$ cat src/rtl/core_result_arbiter.sv
// core_result_arbiter: collects validator core results, acks inliers in bulk and forwards outliers round-robin to a FIFO.
// Optional stall statistics enabled by defining CORE_RESULT_ARB_STATS_EN.
module core_result_arbiter #(
   parameter int N = 16,
   parameter int CORE_NUMBER = 16
) (
   input  logic                          clock,
   input  logic                          reset,
   input  logic                          pause,
   input  logic [2*N-1:0]                point_cloud_size,
   input  logic [CORE_NUMBER-1:0]        req,
   input  logic [CORE_NUMBER-1:0]        is_outlier,
   input  logic [2*N*CORE_NUMBER-1:0]    point_idx,
   output logic [CORE_NUMBER-1:0]        ack,
   output logic [2*N-1:0]                fifo_din,
   output logic                          fifo_wr_en,
   input  logic                          fifo_full,
   output logic [2*N-1:0]                inlier_count,
   output logic [2*N-1:0]                outlier_count,
   output logic                          all_done,
   output logic [2*N-1:0]                fifo_stall_cycles
);
   localparam int W = 2*N;
   localparam int PW = CORE_NUMBER > 1 ? $clog2(CORE_NUMBER) : 1;
   localparam logic [0:0] RUN = 1'b0;
   localparam logic [0:0] DONE = 1'b1;

   logic [0:0] state;
   logic [PW-1:0] rr_ptr, gnt_idx;
   logic [CORE_NUMBER-1:0] eff, inl, outl, gnt_oh;
   logic [W-1:0] inl_cnt;
   logic [W:0] total;
   logic live, active, gnt;

   function automatic logic [PW-1:0] wrap(input int v);
      return PW'(v % CORE_NUMBER);
   endfunction

   // an ack pulse masks its own request so the held result is not taken twice
   assign eff = req & ~ack;
   assign total = {1'b0, inlier_count} + {1'b0, outlier_count};
   assign live = state == RUN && !pause;
   // once the registered counts cover the cloud, no further results are accepted
   assign active = live && total < {1'b0, point_cloud_size};
   assign inl = active ? eff & ~is_outlier : '0;
   assign outl = eff & is_outlier;
   assign gnt = active && !fifo_full && |outl;
   assign gnt_oh = gnt ? CORE_NUMBER'(1) << gnt_idx : '0;
   assign all_done = state == DONE;

   // descending scan so the nearest core at or after rr_ptr wins
   always_comb begin
      gnt_idx = rr_ptr;
      inl_cnt = '0;
      for (int k = CORE_NUMBER-1; k >= 0; k--) begin
         if (outl[wrap(int'(rr_ptr) + k)]) gnt_idx = wrap(int'(rr_ptr) + k);
         inl_cnt = inl_cnt + W'(inl[k]);
      end
   end

   always_ff @(posedge clock) begin
      if (reset) begin
         state <= RUN;
         rr_ptr <= '0;
         ack <= '0;
         fifo_wr_en <= 1'b0;
         fifo_din <= '0;
         inlier_count <= '0;
         outlier_count <= '0;
      end else begin
         ack <= inl | gnt_oh;
         fifo_wr_en <= gnt;
         if (gnt) begin
            fifo_din <= point_idx[gnt_idx*W +: W];
            rr_ptr <= wrap(int'(gnt_idx) + 1);
         end
         inlier_count <= inlier_count + inl_cnt;
         outlier_count <= outlier_count + W'(gnt);
         if (live && total >= {1'b0, point_cloud_size}) state <= DONE;
      end
   end

`ifdef CORE_RESULT_ARB_STATS_EN
   always_ff @(posedge clock) begin
      if (reset) fifo_stall_cycles <= '0;
      else if (live && fifo_full && |outl && ~&fifo_stall_cycles) fifo_stall_cycles <= fifo_stall_cycles + W'(1);
   end
`else
   assign fifo_stall_cycles = '0;
`endif
endmodule
$ cat config.mk
export PLATFORM = sky130hd
export DESIGN_NAME = core_result_arbiter
export DESIGN_NICKNAME = d
export VERILOG_FILES = /design/src/rtl/core_result_arbiter.sv
export SDC_FILE = /design/constraint.sdc
export NUM_CORES = 1
export LEC_CHECK = 0
export ABC_CLOCK_PERIOD_IN_PS = 29700
export BUFFER_PORTS_ARGS = -buffer_cell sky130_fd_sc_hd__buf_4
export CORE_AREA = 10 10 275 277
export CTS_CLUSTER_SIZE = 40
export DETAILED_ROUTE_END_ITERATION = 10
export DIE_AREA = 0 0 285 287
export PLACE_DENSITY = 0.45
export SLEW_MARGIN = 20
export SYNTH_ARGS = -nofsm -noshare
export SYNTH_HDL_FRONTEND = slang
export SYNTH_SLANG_ARGS = --single-unit
$ cat constraint.sdc
create_clock -name clock -period 29.7 [get_ports clock]
set_clock_uncertainty 0.2 [all_clocks]
set_input_delay 5.94 -clock clock [delete_from_list [all_inputs] [get_ports clock]]
set_output_delay 5.94 -clock clock [all_outputs]
set_load 0.1 [all_outputs]
==> metrics <==
Final Max Slew Viols 0; Initial Util between 20% and 30%; via count between 15,000 and 20,000; FF-to-FF setup slack between 15,000 and 20,000 ps; Post-Route WL 89,500 um; Yosys reg bits between 100 and 150; Final TNS setup 0 ps; Worst Hold Class reg -> reg; Tmin final approximately 14,000 ps; worst relative slew slack between 20% and 30%; largest net degree at the start of global routing roughly 110; H-tree depth 4; Port Buf Inserts roughly 690; post-route clock period utilization between 40% and 50%; die height approximately 290 um; RSZ-0062 raised after global routing no; Leak a little over 10 nW; most used cell along the critical path fa_1; most common cell after layout, fill and taps aside buf_4; WHS Path Cells 1; first-pass GRT wire length about 130,000 um; dpl hpwl 74,890 um; nature of the critical path startpoint input port; Clk Latency, worst-skew pair 440 ps; Post-Syn Area approximately 0.015 sq mm; post-cts gate resize count 0; post-synthesis sequential area ratio 15.40%; Worst Path Max Fanout 9; Mapped Cells 1,729; Die Area roughly 0.082 sq mm; Synth Warn # 0; CP Capture Type flop; FMAX 70.14 MHz; # IOs 726; peak supply drop ~0.22 mV; critical path's largest stage delay a little over 700 ps; number of synthesized flops with an enable pin 0; Synth Area per Inst around 9 sq um; Hold Path Sink fifo_din[30]; Most used DFF post-synth dfxtp_1; TritonCTS clock tree done; GPL Wtd Cong around 0.96; post-CTS setup buffers 0; Worst-path clk slew about 60 ps; Wirelength per Cell 27.07 um; initial antenna violation count 11; switching share of power 56.64%; clock net sink count between 100 and 150; chip width approximately 290 um; commonest cells after routing, fill and taps aside 707 x buf_4, 224 x mux2i_1, 137 x nand2_1; status finished, final reports clean; core region area approximately 0.07 sq mm; Rows 97; Slew @ Worst Pin roughly 1100 ps; gr ovfl total 0; Area Overhead vs Synth 40.59%; hold-fix buffers at CTS 0; vias per cell 5.021; Gate power share 87.6%; Int Pwr around 1.4 mW; Clock Path Buffers 2; drt pass-1 iters 5; 1st-iter DRT viols about 1,300; share of cells above drive strength 1 a little under two fifths; reg2reg path depth just over 40; Net count, final 3,031; endpoints failing hold 0; switching pwr approximately 1.8 mW; TritonCTS buffer count 17; pwr dens between 100 and 150 mW/mm^2; Sequential Power Share just under 6%; Final Instance Area about 0.022 sq mm; hold_sp fifo_din[30]; final setup vio count 0; worst r2r src inlier_count[1]; Cell Area, Placed ~0.021 sq mm; root buf cell clkbuf_16; drt drc 0; Max Cap Viol 0; Total GRT Usage approximately a fifth; ANT nets after route 0; Synth async-reset ratio 0%; critical path's slowest cell or4b_2; Req. time, crit path slightly below 30,000 ps; reg2reg end inlier_count[26]; clock power share 6.5%; FILL cells between 7,000 and 8,000; post-synthesis cell type count around 100; arrival time worst endpoint ~14,000 ps; CP Class in -> reg; vias in the first global route about 17,000
==> power by group through the flow <==
stage	Sequential, mW	Clock, mW	Combinational [mW]
2_1_floorplan	0.275	0	2.03
3_3_place_gp	0.192	0	2.79
3_5_place_dp	0.192	0	2.79
4_1_cts	0.189	0.217	2.80
5_1_grt	0.190	0.222	2.99
6_report	0.189	0.209	2.80
==> metal layers <==
metal	share of wire (%)	up-vias	routed length, um	track usage, %
li1	-	7726	-	-
met2	48	728	42870	34.83
met4	1.1	12	972	3.277
met5	0.078	-	70	0
met1	43	8069	38350	26.45
met3	8.1	66	7236	5.311
==> cell usage after synthesis (17+ instances only) <==
cell         n  area [sq um]
a21oi_1     65         325.3
o22ai_1     38         237.7
and3_1      21         131.4
mux4_2      60          1351
o21ai_0     41         205.2
a211oi_1    54         405.4
buf_6       19         214.0
and2_1      18         112.6
clkbuf_1    25         93.84
buf_2       22         110.1
xnor2_1     42         367.9
nand2_1    137         514.2
nand3_1     40         200.2
a31oi_1     19         118.9
mux2i_1    224          2242
dfxtp_1    118          2362
a32o_1      17         170.2
o2bb2ai_1   33         289.0
xor2_1      47         411.6
ha_1        87          1089
nor2_1     114         427.9
buf_4       55         412.9
a21o_1      32         240.2
inv_1       78         292.8
==> kinds of logic (layout without fill, tap and decap cells) <==
logic type | after synthesis | count (layout) | share of synthesized area (%)
mux | 297 | 297 | 24.98
buf+inv | 220 | 823 | 8.652
simple gates | 491 | 491 | 16.99
compound gates | 409 | 409 | 19.60
flops | 118 | 118 | 15.40
xor+xnor | 93 | 93 | 5.578
fa+ha+maj | 100 | 100 | 8.791
other cells | 1 | 35 | 0.02444
==> per-stage QoR <==
step           instances  util, %  worst slack [ps]  hold WS [ps]  total power, mW
6_report            3306    30.91             15440         266.1            3.197
3_5_place_dp        3271    30.05             14970         247.4            2.979
4_1_cts             3302    30.87             15450         265.8            3.210
5_1_grt             3303    30.90             14940         272.3            3.403
2_1_floorplan       1760        -             16220         727.0            2.303
3_3_place_gp        3271    30.05             15140         246.8            2.980
==> flip-flops by register name, indices dropped and copies added, names as in the netlist <==
signal / flops
all_done: 1
fifo_din: 32
ack: 16
inlier_count: 32
outlier_count: 32
fifo_wr_en: 1
rr_ptr: 4
==> worst max path at each step <==
| stage | slack [ps] | from | cells past startpoint | to |
|---|---|---|---|---|
| after global routing | 14940 | point_cloud_size[1] | 35 | inlier_count[24] |
| after global placement | 15140 | point_cloud_size[1] | 35 | inlier_count[26] |
| after floorplan | 16220 | point_cloud_size[1] | 34 | inlier_count[26] |
| after detailed placement | 14970 | point_cloud_size[1] | 35 | inlier_count[26] |
| after CTS | 15450 | point_cloud_size[1] | 35 | inlier_count[26] |
| final | 15440 | point_cloud_size[1] | 35 | inlier_count[26] |
==> worst max-delay path: cells and delay by family <==
family | cells | cell delay, ps
AO/OA/AOI/OAI | 10 | 1630
XOR/XNOR | 1 | 170
adder cells (fa/ha/maj) | 7 | 3210
buffers and inverters | 6 | 340
AND/OR/NAND/NOR | 11 | 3060
==> layout make-up <==
class / instances / area (sq um) / share of cell area [%]
clock inverters: 12 / 118.9 / 0.5510
clock buffers: 19 / 452.9 / 2.100
multi-input cells: 1422 / 11790 / 54.68
repair buffers: 709 / 5348 / 24.79
diodes: 3 / 7.507 / 0.03480
well taps: 940 / 1176 / 5.452
inverters: 83 / 311.5 / 1.444
flip-flops and latches: 118 / 2362 / 10.95
Power figures use the tool's default switching activity.
